**config.mk**
```make
export PLATFORM = sky130hd
export DESIGN_NAME = systolic_input_skew_flat
export DESIGN_NICKNAME = d
export VERILOG_FILES = /design/src/rtl/systolic_input_skew_if.sv /design/src/rtl/systolic_input_skew.sv /design/src/flat_wrapper.sv
export SDC_FILE = /design/constraint.sdc
export NUM_CORES = 1
export LEC_CHECK = 0
export ABC_AREA = 1
export CORE_ASPECT_RATIO = 2
export CORE_MARGIN = 1.5
export CORE_UTILIZATION = 40
export CTS_CLUSTER_DIAMETER = 120
export DETAILED_ROUTE_END_ITERATION = 7
export GPL_TIMING_DRIVEN = 0
export HOLD_SLACK_MARGIN = 0.02
export PLACE_DENSITY = 0.65
export SETUP_SLACK_MARGIN = 0.2
export SYNTH_ARGS = -nofsm -noshare
export SYNTH_HDL_FRONTEND = slang
export SYNTH_SLANG_ARGS = --single-unit
```
**constraint.sdc**
```tcl
create_clock -name clk -period 4 [get_ports clk]
set_input_delay 0.8 -clock clk [delete_from_list [all_inputs] [get_ports clk]]
set_output_delay 0.8 -clock clk [all_outputs]
set_load 0.1 [all_outputs]
```
**src/rtl/systolic_input_skew_if.sv**
```systemverilog
// Producer-side handshake into the systolic input skew stage.
// One vector per transfer, element i at bits [i*DATA_W +: DATA_W].
interface systolic_input_skew_if #(
  parameter int N      = 2,
  parameter int DATA_W = 8
) ();
  logic                in_valid;
  logic                in_ready;
  logic [N*DATA_W-1:0] in_data;
  logic                in_last;

  modport master (
    output in_valid,
    output in_data,
    output in_last,
    input  in_ready
  );

  modport slave (
    input  in_valid,
    input  in_data,
    input  in_last,
    output in_ready
  );
endinterface

```
**src/rtl/systolic_input_skew.sv**
```systemverilog
// Activation FIFO plus per-row delay line that feeds the PE array's
// left edge as a diagonal wavefront, with tile drain and done pulse.
module systolic_input_skew #(
  parameter int N      = 2,
  parameter int DATA_W = 8,
  parameter int DEPTH  = 4
) (
  input  logic                clk,
  input  logic                reset,
  systolic_input_skew_if.slave s_in,
  output logic [N*DATA_W-1:0] a_out,
  output logic [N-1:0]        a_valid,
  output logic                busy,
  output logic                done
);

  localparam int PTR_W = (DEPTH > 1) ? $clog2(DEPTH) : 1;
  localparam int CNT_W = $clog2(DEPTH + 1);
  localparam int ENT_W = N * DATA_W + 1;
  localparam int SK_W  = (N > 1) ? $clog2(N) : 1;

  typedef enum logic [1:0] {
    S_IDLE,
    S_STREAM,
    S_DRAIN
  } state_t;

  state_t           r_state;
  logic [SK_W-1:0]  r_cnt;
  logic             r_done;

  logic [ENT_W-1:0] r_mem [DEPTH];
  logic [PTR_W-1:0] r_wptr;
  logic [PTR_W-1:0] r_rptr;
  logic [CNT_W-1:0] r_count;

  logic                w_full;
  logic                w_empty;
  logic                w_push;
  logic                w_pop;
  logic [ENT_W-1:0]    w_head;
  logic                w_head_last;
  logic [N*DATA_W-1:0] w_head_data;

  assign w_full      = (r_count == CNT_W'(DEPTH));
  assign w_empty     = (r_count == '0);
  assign w_push      = s_in.in_valid && !w_full;
  assign w_pop       = !w_empty && (r_state != S_DRAIN);
  assign w_head      = r_mem[r_rptr];
  assign w_head_last = w_head[ENT_W-1];
  assign w_head_data = w_head[N*DATA_W-1:0];

  assign s_in.in_ready = !w_full;

  always_ff @(posedge clk) begin
    if (w_push) begin
      r_mem[r_wptr] <= {s_in.in_last, s_in.in_data};
    end
  end

  always_ff @(posedge clk or posedge reset) begin
    if (reset) begin
      r_wptr  <= '0;
      r_rptr  <= '0;
      r_count <= '0;
    end else begin
      if (w_push) begin
        r_wptr <= r_wptr + PTR_W'(1);
      end
      if (w_pop) begin
        r_rptr <= r_rptr + PTR_W'(1);
      end
      case ({w_push, w_pop})
        2'b10:   r_count <= r_count + CNT_W'(1);
        2'b01:   r_count <= r_count - CNT_W'(1);
        default: r_count <= r_count;
      endcase
    end
  end

  // DRAIN holds off pops until the last vector reaches row N-1
  always_ff @(posedge clk or posedge reset) begin
    if (reset) begin
      r_state <= S_IDLE;
      r_cnt   <= '0;
      r_done  <= 1'b0;
    end else begin
      r_done <= 1'b0;
      unique case (r_state)
        S_IDLE, S_STREAM: begin
          if (w_pop) begin
            if (!w_head_last) begin
              r_state <= S_STREAM;
            end else if (N == 1) begin
              r_state <= S_IDLE;
              r_done  <= 1'b1;
            end else begin
              r_state <= S_DRAIN;
              r_cnt   <= SK_W'(N - 1);
            end
          end
        end
        S_DRAIN: begin
          r_cnt <= r_cnt - SK_W'(1);
          if (r_cnt == SK_W'(1)) begin
            r_state <= S_IDLE;
            r_done  <= 1'b1;
          end
        end
        default: r_state <= S_IDLE;
      endcase
    end
  end

  assign busy = (r_state != S_IDLE);
  assign done = r_done;

  for (genvar g = 0; g < N; g++) begin : g_row
    logic [DATA_W-1:0] r_d [g+1];
    logic [g:0]        r_v;

    always_ff @(posedge clk or posedge reset) begin
      if (reset) begin
        for (int k = 0; k <= g; k++) begin
          r_d[k] <= '0;
        end
        r_v <= '0;
      end else begin
        r_d[0] <= w_pop ? w_head_data[g*DATA_W +: DATA_W] : '0;
        r_v[0] <= w_pop;
        for (int k = 1; k <= g; k++) begin
          r_d[k] <= r_d[k-1];
          r_v[k] <= r_v[k-1];
        end
      end
    end

    assign a_out[g*DATA_W +: DATA_W] = r_d[g];
    assign a_valid[g]                = r_v[g];
  end

endmodule
```
**src/flat_wrapper.sv**
```systemverilog
// flat-port wrapper written by rule: the top's interface ports become plain ports
module systolic_input_skew_flat 
#(
  parameter int N      = 2,
  parameter int DATA_W = 8,
  parameter int DEPTH  = 4
)
  (clk, reset, a_out, a_valid, busy, done, s_in_in_valid, s_in_in_data, s_in_in_last, s_in_in_ready);
  systolic_input_skew_if #(.N(N), .DATA_W(DATA_W)) s_in_i ();
  input  logic clk;
  input  logic reset;
  output logic [N*DATA_W-1:0] a_out;
  output logic [N-1:0] a_valid;
  output logic busy;
  output logic done;
  input wire logic [$bits(s_in_i.in_valid)-1:0] s_in_in_valid;
  input wire logic [$bits(s_in_i.in_data)-1:0] s_in_in_data;
  input wire logic [$bits(s_in_i.in_last)-1:0] s_in_in_last;
  output wire logic [$bits(s_in_i.in_ready)-1:0] s_in_in_ready;
  assign s_in_i.in_valid = s_in_in_valid;
  assign s_in_i.in_data = s_in_in_data;
  assign s_in_i.in_last = s_in_in_last;
  assign s_in_in_ready = s_in_i.in_ready;
  systolic_input_skew #(.N(N), .DATA_W(DATA_W), .DEPTH(DEPTH)) u_core (.clk(clk), .reset(reset), .s_in(s_in_i), .a_out(a_out), .a_valid(a_valid), .busy(busy), .done(done));
endmodule
```
Yosys cells after proc, flatten, opt, wreduce, memory -nomap -nowiden
Memory sizes are Yosys's and may differ from the RTL's.
Index checks and enable logic that the tools add are counted.
{"block": "classes", "n_reduce_logical": 12, "n_eq_ne": 9, "addsub": 5, "mux": 14}
{"operator": "2-to-1 mux 8 bit", "count": 2}
{"operator": "2-to-1 mux 1 bit", "count": 6}
{"operator": "2-to-1 mux 2 bit", "count": 3}
{"operator": "!= test 2 x 1 -> 1 bit (second input constant)", "count": 3}
{"operator": "case mux 3 bit (2 select lines)", "count": 1}
{"operator": "nonzero test 2 bit", "count": 3}
{"operator": "adder 2 x 1 -> 2 bit (second input constant)", "count": 2}
{"operator": "== test 2 x 1 -> 1 bit (second input constant)", "count": 2}
{"operator": "== test 2 bit (second input constant)", "count": 2}
{"operator": "case mux 2 bit (2 select lines)", "count": 1}
{"operator": "adder 3 x 1 -> 3 bit (second input constant)", "count": 1}
{"operator": "== test 3 bit (second input constant)", "count": 1}
{"operator": "logical NOT 3 bit", "count": 1}
{"operator": "AND reduction 3 bit", "count": 1}
{"operator": "subtractor 3 x 1 -> 3 bit (second input constant)", "count": 1}
{"operator": "logical AND 1 bit", "count": 2}
{"operator": "logical NOT 1 bit", "count": 2}
{"operator": "logical NOT 2 bit", "count": 1}
{"operator": "!= test 2 bit (second input constant)", "count": 1}
{"operator": "case mux 1 bit (2 select lines)", "count": 1}
{"operator": "AND reduction 2 bit", "count": 1}
{"operator": "OR reduction 2 bit", "count": 1}
{"operator": "subtractor 1 bit (second input constant)", "count": 1}
{"block": "word_totals", "elab_cells": 52, "mem_count": 1, "out_inout_bits": 21, "ramBits": 68, "ff_bits": 38, "input_bits": 20}
{"name": "u_core.r_mem", "depth": 4, "word_bits": 17, "rd": 1, "rd_ports_with_merged_regs": 0, "write_ports": 1, "line": "systolic_input_skew.sv:32", "rtl": "logic [ENT_W-1:0] r_mem [DEPTH];"}

Longest topological paths before layout
{"block": "logic_depth", "depth_word": 5, "depth_mapped": 11}

Worst setup path before layout
No wires, ideal clock.
{"block": "synth_timing", "path_type": "reg2reg", "start": "reg u_core.r_count[0]", "end": "reg u_core.r_count[2]", "slack_ns": 1.560, "setup_ns": 0.131, "stages_incl_launch_ff": 10, "path_buffers": 0, "t_arrival_ns": 2.309, "cell_sequence": "dfrtp_1 > inv_1 > nand3_2 > nand2_2 > ha_1 > inv_1 > fa_1 > a21oi_1 > o21ai_0 > xor2_1"}
{"block": "synth_via", "elab_chain_cells": 5, "word_cells_on_any_way": 12}
{"item": "start, declared", "line": "systolic_input_skew.sv:35", "rtl": "logic [CNT_W-1:0] r_count;"}
{"item": "start signal, assigned", "line": "systolic_input_skew.sv:74", "rtl": "2'b10: r_count <= r_count + CNT_W'(1);"}
{"item": "start signal, assigned", "line": "systolic_input_skew.sv:75", "rtl": "2'b01: r_count <= r_count - CNT_W'(1);"}
{"item": "start signal, assigned", "line": "systolic_input_skew.sv:76", "rtl": "default: r_count <= r_count;"}
{"item": "== test 3 bit *", "line": "systolic_input_skew.sv:45", "rtl": "assign w_full = (r_count == CNT_W'(DEPTH));"}
{"item": "logical NOT 1 bit *"}
{"item": "named net s_in_in_ready", "line": "flat_wrapper.sv:19", "rtl": "output wire logic [$bits(s_in_i.in_ready)-1:0] s_in_in_ready;"}
{"item": "logical AND 1 bit *", "line": "systolic_input_skew.sv:47", "rtl": "assign w_push = s_in.in_valid && !w_full;"}
{"item": "== test 2 x 1 -> 1 bit or == test 2 bit (tied branches)", "line": "systolic_input_skew.sv:73", "rtl": "case ({w_push, w_pop})"}
{"item": "case mux 3 bit (2 select lines) or nonzero test 2 bit (tied branches)"}
Mark *: on every way through the listed nets, which the timed path passes. The rest lies on a longest branch.
A chain may end at the register's enable or synchronous reset.

Final worst setup path
{"block": "layout_timing", "start": "reg u_core.r_count[0]", "end": "out s_in_in_ready"}
{"block": "layout_via", "elab_chain_cells": 2}
{"item": "== test 3 bit", "line": "systolic_input_skew.sv:45"}
{"item": "logical NOT 1 bit", "line": "systolic_input_skew.sv:53", "rtl": "assign s_in.in_ready = !w_full;"}
{"item": "end, declared", "line": "flat_wrapper.sv:19"}
Every way passes these cells.

==> flow_summary.ini <==
[worst_setup_path]
crit_arrival_ns = 2.05
r2r-end = u_core.r_count[2]
critPathRequiredTime_ns = 3.20
r2r_start = u_core.r_state[1]
reg2reg_depth = 11
crit_path_start = u_core.r_count[0]
setup.worst_path.end = s_in_in_ready
path_max_fanout = 3
critPathCaptureType = output port
rrSetupSlack_ns = 1.98
criticalPathCategory = reg2out
critPathLaunchType = register

[floorplan]
die_w_um = 73.8
core_area_um2 = 9760
io_pins = 41
rows = 51
start_util_pct = 41.0
die_y_um = 145
die_area_um2 = 10700

[sta]
min_period_ns = 2.85
post-route-period-util_pct = 71.2
rsz0062_at_grt = false
clock_skew_ns = 0.00600
final_hold_viol_count = 0
fmaxAchievable_mhz = 351
fin_tns_setup_ns = 0
slew_headroom_pct = 34.9
finalSetupViolations = 0
final_max_slew_viol_count = 0
max_slew.worst_pin.slew_ns = 0.973

[synthesis]
synth_edf_count = 68
ys_ff_latch = 105
synth.top_cell.area_share_pct = 51.0
synth.avg_cell_area_um2 = 13.3
yosys.area.top_type = edfxtp_1
synth_area_leaders = edfxtp_1 51%, dfrtp_1 23%, nor2_1 6.9%
yosys_warnings = 0
synth_area_um2 = 4010
synthCells = 301
yosysSeqAreaShare_pct = 74.1
synth_ff_type = edfxtp_1
synth_cell_types = 26
async_reset_ff_share_pct = 35.2
synth.net_count = 327

[cts]
htreeDepth = 3
cts_buffer_depth = 2
cts_setup_buffers = 0
cts.sinks = 105
ctsResizeCount = 0
cts_made_buffers = 9
cts.root.buffer_cell = clkbuf_16
clkLatencyLatePin_ns = 0.34
path_clk_slew_ns = 0.07
cts_tree = done
cts_hold_buf = 0

[grt]
grt_pass1_vias = 2345
grt_overflow_total = 0
grt_first_pass_wirelength_mm = 12.3
grt_max_degree = 38
grt.total_usage_pct = 16.2
antenna_found_initial = 0

[place]
place_congestion = 0.759
post-dp-hpwl_mm = 5.25
port_buffers = 40

[finish]
fill_cells = 813
num-nets-final = 382
drive_gt1_share_pct = 15.5
antenna_cells = 0
seqCellArea_um2 = 2970
multi_input_area_um2 = 790
syn_to_final_growth_pct = 23.5

[detailed_routing]
ant_nets = 0
drt_first_iter_violations = 101
routed_wl_mm = 7.64
num_vias = 2279
first_pass_iters = 4
via_per_inst = 4.62
drc = 0
wl_per_cell_um = 15.5

[flow_run]
cap_violations = 0

[hold_path]
hp-class = reg2reg
min_from = u_core.g_row[1].r_d[9]

[outcome]
status = finished, final reports clean
-- cells in the final DEF, fill, tap and decap left out --
| cell type | n |
|---|---|
| nand2_2 | 1 |
| o21ai_1 | 28 |
| a21oi_1 | 19 |
| ha_1 | 5 |
| inv_1 | 17 |
| buf_6 | 6 |
| fa_1 | 1 |
| clkinv_4 | 4 |
| nand3_4 | 1 |
| inv_6 | 1 |
| or2_2 | 1 |
| o21ai_0 | 8 |
| clkdlybuf4s50_1 | 40 |
| nand3_1 | 2 |
| nor2_2 | 5 |
| buf_8 | 5 |
| edfxtp_1 | 68 |
| buf_2 | 2 |
| dfrtp_1 | 37 |
| a21oi_2 | 1 |
| nand2_4 | 1 |
| nor2_1 | 70 |
| buf_4 | 11 |
| xor2_1 | 3 |
| nand3_2 | 2 |
| nand2_1 | 6 |
| inv_2 | 2 |
| clkbuf_16 | 9 |
| clkinv_2 | 1 |
| bufinv_16 | 1 |
| xnor2_1 | 1 |
| inv_4 | 2 |
-- final cells by class --
type,instances,area share [%]
Tap cell,132,3.34
Sequential cell,105,60.0
Timing Repair Buffer,44,9.31
Clock inverter,7,1.59
Multi-Input combinational cell,155,16.0
Inverter,21,1.69
Clock buffer,9,4.55
Buffer,20,3.54
-- critical path, stage by stage, from the launching register on --
cell,delay (ns)
dfrtp_1,0.37
inv_1,0.11
nand3_2,0.09
clkdlybuf4s50_1,1.13
-- sequential cells by signal (all words and copies together) (netlist names) --
register,cells
u_core.r_mem,68
u_core.r_cnt,1
u_core.g_row.r_d,16
u_core.g_row.r_v,2
u_core.r_wptr,2
u_core.r_count,3
u_core.r_state,2
u_core.done,1
u_core.r_rptr,2
u_core.a_out,8
-- logic make-up (layout without fill, tap and decap cells) --
kind of cell	count (synthesis)	after routing	synth area share [%]
adder cells (fa/ha/maj)	6	6	2.06
AO/OA/AOI/OAI	56	56	7.09
XOR/XNOR	4	4	0.875
flip-flops	105	105	74.1
AND/OR/NAND/NOR	89	89	9.43
buffers and inverters	41	101	6.46
-- cell usage after synthesis (2+ instances only) --
| cell type | number |
|---|---|
| xor2_1 | 3 |
| inv_4 | 2 |
| nand3_2 | 2 |
| o21ai_0 | 8 |
| buf_6 | 6 |
| edfxtp_1 | 68 |
| o21ai_1 | 28 |
| nor2_1 | 74 |
| inv_1 | 18 |
| nand3_1 | 2 |
| dfrtp_1 | 37 |
| a21oi_1 | 19 |
| nand2_1 | 6 |
| ha_1 | 5 |
| buf_4 | 11 |
| buf_2 | 2 |
-- layer usage --
metal / global-route usage [%] / vias up / wire length, um
met1: 17.4 / 1107 / 2730
met2: 29.0 / 43 / 4550
met4: 8.09 / 0 / 170
met5: 0 / - / 0
met3: 3.48 / 11 / 198
li1: - / 1118 / -
-- per-stage QoR --
step	std cells	utilization, %	hold WS (ns)	worst slack, ns	instance area [um^2]
after floorplan	301	-	0.331	1.56	4010
after global placement	473	46.8	0.331	0.808	4570
after detailed placement	477	47.5	0.335	1.42	4640
after CTS	493	50.7	0.351	1.13	4950
after global routing	493	50.7	0.356	1.07	4950
final	493	50.7	0.349	1.15	4950
-- worst min path at each step --
| stage | slack (ns) | endpoint | depth (start not counted) |
|---|---|---|---|
| 2_1_floorplan | 0.33 | u_core.a_out[10] | 0 |
| 3_5_place_dp | 0.33 | u_core.a_out[12] | 0 |
| 3_3_place_gp | 0.33 | u_core.a_out[11] | 0 |
| 5_1_grt | 0.36 | u_core.a_out[15] | 0 |
| 4_1_cts | 0.35 | u_core.a_out[9] | 0 |
| 6_report | 0.35 | u_core.a_out[9] | 0 |
Power is left out: the tool's default activity adds up to more than one toggle a clock period on the data nets, which glitch-free logic cannot reach.
